**config.mk**
```make
export PLATFORM = sky130hd
export DESIGN_NAME = vga_timing_gen
export DESIGN_NICKNAME = d
export VERILOG_FILES = /design/src/rtl/vga_pkg.sv /design/src/rtl/vga_axis_counter.sv /design/src/rtl/vga_timing_gen.sv
export SDC_FILE = /design/constraint.sdc
export NUM_CORES = 1
export LEC_CHECK = 0
export ABC_AREA = 1
export CORE_UTILIZATION = 55
export CTS_BUF_LIST = sky130_fd_sc_hd__clkbuf_16
export DETAILED_ROUTE_END_ITERATION = 7
export PLACE_DENSITY = 0.89
export SLEW_MARGIN = 15
export SYNTH_ARGS = -nofsm -noshare
export SYNTH_HDL_FRONTEND = slang
export SYNTH_SLANG_ARGS = --single-unit
export TNS_END_PERCENT = 30
```
**constraint.sdc**
```tcl
create_clock -name clk_in -period 3.59 [get_ports clk_in]
set_clock_uncertainty 0.1 [all_clocks]
set_input_delay 0.718 -clock clk_in [delete_from_list [all_inputs] [get_ports clk_in]]
set_output_delay 0.718 -clock clk_in [all_outputs]
set_load 0.01 [all_outputs]
```
**src/rtl/vga_pkg.sv**
```systemverilog
// vga_pkg: raster phase type and default 640x480@60 timing constants shared by
// the VGA timing generator and its per-axis counters.
package vga_pkg;
    localparam int CW            = 10;
    localparam int DEF_H_ACTIVE  = 640;
    localparam int DEF_H_FP      = 16;
    localparam int DEF_H_SYNC    = 96;
    localparam int DEF_H_BP      = 48;
    localparam int DEF_V_ACTIVE  = 480;
    localparam int DEF_V_FP      = 10;
    localparam int DEF_V_SYNC    = 2;
    localparam int DEF_V_BP      = 33;
    localparam int MAX_TOTAL     = 1 << CW;

    typedef enum logic [1:0] {ACTIVE, FRONT, SYNC, BACK} phase_t;
endpackage

```
**src/rtl/vga_axis_counter.sv**
```systemverilog
// vga_axis_counter: one raster axis (position counter plus phase FSM); exports the
// phase of the next position so the parent can register flags aligned with the count.
module vga_axis_counter
    import vga_pkg::*;
#(
    parameter int ACT = DEF_H_ACTIVE,
    parameter int FP  = DEF_H_FP,
    parameter int SYN = DEF_H_SYNC,
    parameter int BP  = DEF_H_BP
) (
    input  logic          clk_in,
    input  logic          rst,
    input  logic          i_en,
    output logic [CW-1:0] o_count,
    output phase_t        o_phase_nxt,
    output logic          o_wrap
);
    localparam logic [CW-1:0] L_FRONT = CW'(ACT);
    localparam logic [CW-1:0] L_SYNC  = CW'(ACT + FP);
    localparam logic [CW-1:0] L_BACK  = CW'(ACT + FP + SYN);
    localparam logic [CW-1:0] L_LAST  = CW'(ACT + FP + SYN + BP - 1);

    phase_t        r_phase;
    logic [CW-1:0] w_count_nxt;

    assign o_wrap      = i_en && o_count >= L_LAST;
    assign w_count_nxt = !i_en ? o_count : o_wrap ? '0 : o_count + 1'b1;

    always_comb begin
        o_phase_nxt = BACK;
        case (r_phase)
            ACTIVE:  o_phase_nxt = w_count_nxt == L_FRONT ? FRONT : ACTIVE;
            FRONT:   o_phase_nxt = w_count_nxt == L_SYNC ? SYNC : FRONT;
            SYNC:    o_phase_nxt = w_count_nxt == L_BACK ? BACK : SYNC;
            BACK:    o_phase_nxt = w_count_nxt == '0 ? ACTIVE : BACK;
            default: o_phase_nxt = BACK;
        endcase
    end

    // Reset parks the axis on its last position so the first edge lands on 0.
    always_ff @(posedge clk_in or posedge rst) begin
        if (rst) begin
            o_count <= L_LAST;
            r_phase <= BACK;
        end else begin
            o_count <= w_count_nxt;
            r_phase <= o_phase_nxt;
        end
    end
endmodule

```
**src/rtl/vga_timing_gen.sv**
```systemverilog
// vga_timing_gen: 640x480@60 VGA raster timing (sync, blanking, coordinates, strobes).
// Optional VGA_FRAME_CNT_EN adds a 16-bit frame counter output.
module vga_timing_gen
    import vga_pkg::*;
#(
    parameter int   H_ACTIVE    = DEF_H_ACTIVE,
    parameter int   H_FP        = DEF_H_FP,
    parameter int   H_SYNC      = DEF_H_SYNC,
    parameter int   H_BP        = DEF_H_BP,
    parameter int   V_ACTIVE    = DEF_V_ACTIVE,
    parameter int   V_FP        = DEF_V_FP,
    parameter int   V_SYNC      = DEF_V_SYNC,
    parameter int   V_BP        = DEF_V_BP,
    parameter logic SYNC_ACTIVE = 1'b0
) (
    input  logic          clk_in,
    input  logic          rst,
    output logic          hsync,
    output logic          vsync,
    output logic          video_on,
    output logic [CW-1:0] pixel_x,
    output logic [CW-1:0] pixel_y,
    output logic          frame_start,
`ifdef VGA_FRAME_CNT_EN
    output logic [15:0]   frame_count,
`endif
    output logic          vblank_start
);
    localparam int H_TOTAL = H_ACTIVE + H_FP + H_SYNC + H_BP;
    localparam int V_TOTAL = V_ACTIVE + V_FP + V_SYNC + V_BP;
    localparam logic [CW-1:0] L_LAST_ACTIVE_Y = CW'(V_ACTIVE - 1);

    if (H_TOTAL > MAX_TOTAL || V_TOTAL > MAX_TOTAL) begin : g_total_chk
        $error("vga_timing_gen: H_TOTAL=%0d / V_TOTAL=%0d exceed %0d", H_TOTAL, V_TOTAL, MAX_TOTAL);
    end

    phase_t w_h_phase_nxt;
    phase_t w_v_phase_nxt;
    logic   w_h_wrap;
    logic   w_v_wrap;

    vga_axis_counter #(.ACT(H_ACTIVE), .FP(H_FP), .SYN(H_SYNC), .BP(H_BP)) u_h (
        .clk_in      (clk_in),
        .rst         (rst),
        .i_en        (1'b1),
        .o_count     (pixel_x),
        .o_phase_nxt (w_h_phase_nxt),
        .o_wrap      (w_h_wrap)
    );

    vga_axis_counter #(.ACT(V_ACTIVE), .FP(V_FP), .SYN(V_SYNC), .BP(V_BP)) u_v (
        .clk_in      (clk_in),
        .rst         (rst),
        .i_en        (w_h_wrap),
        .o_count     (pixel_y),
        .o_phase_nxt (w_v_phase_nxt),
        .o_wrap      (w_v_wrap)
    );

    // Flags are registered from next-state phases so they align with the counters.
    always_ff @(posedge clk_in or posedge rst) begin
        if (rst) begin
            hsync        <= ~SYNC_ACTIVE;
            vsync        <= ~SYNC_ACTIVE;
            video_on     <= 1'b0;
            frame_start  <= 1'b0;
            vblank_start <= 1'b0;
        end else begin
            hsync        <= w_h_phase_nxt == SYNC ? SYNC_ACTIVE : ~SYNC_ACTIVE;
            vsync        <= w_v_phase_nxt == SYNC ? SYNC_ACTIVE : ~SYNC_ACTIVE;
            video_on     <= w_h_phase_nxt == ACTIVE && w_v_phase_nxt == ACTIVE;
            frame_start  <= w_v_wrap;
            vblank_start <= w_h_wrap && pixel_y == L_LAST_ACTIVE_Y;
        end
    end

`ifdef VGA_FRAME_CNT_EN
    always_ff @(posedge clk_in or posedge rst) begin
        if (rst)
            frame_count <= '0;
        else if (w_v_wrap)
            frame_count <= frame_count + 16'd1;
    end
`endif
endmodule

```
==> flow_summary.ini <==
[floorplan]
rows = 22
initial_core_util = 0.584
die-area_sq_um = 4200
core_sq_um = 3720
fp.dieW_microns = 64.8
die_h_microns = 64.8
io_pins = 27

[placement]
dp_slack_ns = 1.13
dp_hpwl_microns = 3650
io_buffers = 26
place.gp.congestion = 0.870

[cts]
cts-hold-fix-buffers = 0
cts_max_level = 2
path_clk_slew_ns = 0.05
cts_tree = done
clk_latency_ns = 0.28
cts-buffers-inserted = 5
cts-root-buf = clkbuf_16
cts_resized = 0
clock_path_buffers = 2
cts_setup_buffers = 0
clock-sinks = 29

[logic_synthesis]
yosysSeqAreaShare = 0.344
synth_edf_count = 0
ys_types = 27
ys.flop_type = dfstp_2
synthArstFlopShare = 1.00
synth_seq_cells = 29
yosysWarnings = 0
synthCells = 319
syn_area_sq_um = 2170
synth_nets = 324
syn_avg_cell_area_sq_um = 6.80

[global_routing]
use_met1 = 0.303
grt_max_degree = 27
grt_pass1_vias = 2018
use_met3 = 0.0563
grt_overflow_total = 0
busiest_layer = met2
antenna_found_initial = 0
grt_pass1_wl_microns = 8630
grt.met2_usage = 0.486
track_usage = 0.272

[timing]
layout_setup_ws_ns = 1.11
relSlewSlack = 0.336
period_needed_ns = 2.48
setup_tns_ns = 0
max_slew.worst_pin.slew_ns = 0.995
max_freq_ghz = 0.404
grt_setup_unrepaired = no
period_share = 0.690
hold_violations = 0
setup-violations-final = 0
final_max_slew_viol_count = 0

[finish]
nets = 355
fin_util = 0.699
final_common_cell = nand2_1
layout_common_cells = 95 x nand2_1, 50 x inv_1, 45 x nand3_1
diodes = 0
drive_gt1_frac = 0.185
area.growth.synth_to_final_pct = 19.8

[worst_setup_path]
critPathCapture = vsync
endpoint_kind = flip-flop
critPathLaunchType = flip-flop
cp.required_ns = 3.70
cp_max_fo = 19
crit_type = reg -> reg
r2r_end = vsync
cp.arrival_ns = 2.58
startpoint = u_h.o_count[0]
reg2reg_depth = 13
r2r-start = u_h.o_count[0]
reg2reg_slack_ns = 1.11

[routing]
via_per_inst = 5.26
drc_errors = 0
firstDrtPassIters = 4
vias = 2100
wl_microns = 4890
dr.first_iter.drc_count = 133
drtAntennaViolNets = 0
wl_per_cell_microns = 12.3

[min_path]
hold_path.class = reg -> reg

[power_and_ir_drop]
p_leak_uw = 0.00141
vdd_drop_max_v = 0.000240
pwr_density_cell_nw_per_um2 = 281

[status]
status = completed

[flow_run]
cap_viol_max_count = 0
[layout make-up]
class / instances / area (sq um)
timing repair buffer: 27 / 268
inverter: 60 / 226
multi-input combinational: 227 / 1160
sequential: 29 / 746
clock buffer: 5 / 125
tap: 48 / 60.1
fill: 300 / 1120
clock inverter: 3 / 17.5
[routing by layer]
layer	routed length [microns]	vias up
li1	-	1051
met1	1980	947
met2	2500	79
met3	270	23
met4	146	0
met5	0	-
[synthesized netlist by cell type (2+ instances only)]
cell type | count | area (sq um)
nand2_1 | 95 | 357
inv_1 | 50 | 188
nand3_1 | 45 | 225
nor2_1 | 36 | 135
dfstp_2 | 16 | 420
dfrtp_1 | 13 | 325
inv_2 | 9 | 33.8
nand3_2 | 7 | 70.1
nand2_2 | 6 | 37.5
o21ai_0 | 6 | 30.0
nand2_4 | 5 | 56.3
nand4_1 | 5 | 31.3
nor2_4 | 5 | 56.3
ha_1 | 3 | 37.5
nor2_2 | 3 | 18.8
nand3b_1 | 2 | 15.0
nor3_1 | 2 | 10.0
o21ai_2 | 2 | 17.5
[critical path, stage by stage, from the launching register on]
cell and delay [ns]:
dfstp_2 0.59, ha_1 0.21, nand2_2 0.10, nor2_4 0.16
nor2_4 0.06, nor2_8 0.25, nand2_4 0.14, nand3_1 0.16
nand2_1 0.11, nor2_2 0.11, nand3_1 0.09, nand2_1 0.10
nand3_2 0.08, nand2b_1 0.14
[power breakdown]
part | internal (uW) | leakage [uW] | total, uW | switching (uW)
Clock | 253 | 0.0000696 | 395 | 142
Combinational | 1.70 | 0.00101 | 8.09 | 6.39
Sequential | 328 | 0.000337 | 328 | 0
Total | 583 | 0.00141 | 731 | 148
[sequential cells by signal, indices dropped and copies added, names as in the netlist]
| signal | count |
|---|---|
| u_h.o_count | 10 |
| u_v.o_count | 10 |
| u_h.r_phase | 2 |
| u_v.r_phase | 2 |
| frame_start | 1 |
| hsync | 1 |
| vblank_start | 1 |
| video_on | 1 |
| vsync | 1 |
[how the worst min path moves through the flow]
stage,start,to,slack (ns),cells past startpoint
after global placement,u_h.o_count[0],u_h.o_count[0],0.42,1
after CTS,u_h.o_count[0],u_h.o_count[0],0.44,1
after global routing,u_h.o_count[0],u_h.o_count[0],0.46,1
after detailed placement,u_h.o_count[0],u_h.o_count[0],0.43,1
after floorplan,u_v.r_phase[1],u_v.r_phase[1],0.40,2
final,u_h.o_count[0],u_h.o_count[0],0.44,1
[kinds of logic (layout without fill, tap and decap cells)]
kind of cell,Yosys count,count (layout),share of synthesized area
simple gates,214,214,0.488
compound gates,10,10,0.0277
flops,29,29,0.344
buf+inv,63,95,0.123
fa+ha+maj,3,3,0.0173
[metrics by stage]
stage                     cells  power, uW  cell area, sq um  hold WS (ns)
after global routing        399        758              2600         0.459
after global placement      391        342              2460         0.423
after CTS                   399        738              2600         0.439
after detailed placement    391        342              2460         0.429
final                       399        731              2600         0.437
after floorplan             319        338              2170         0.401
Power figures use the tool's default switching activity.
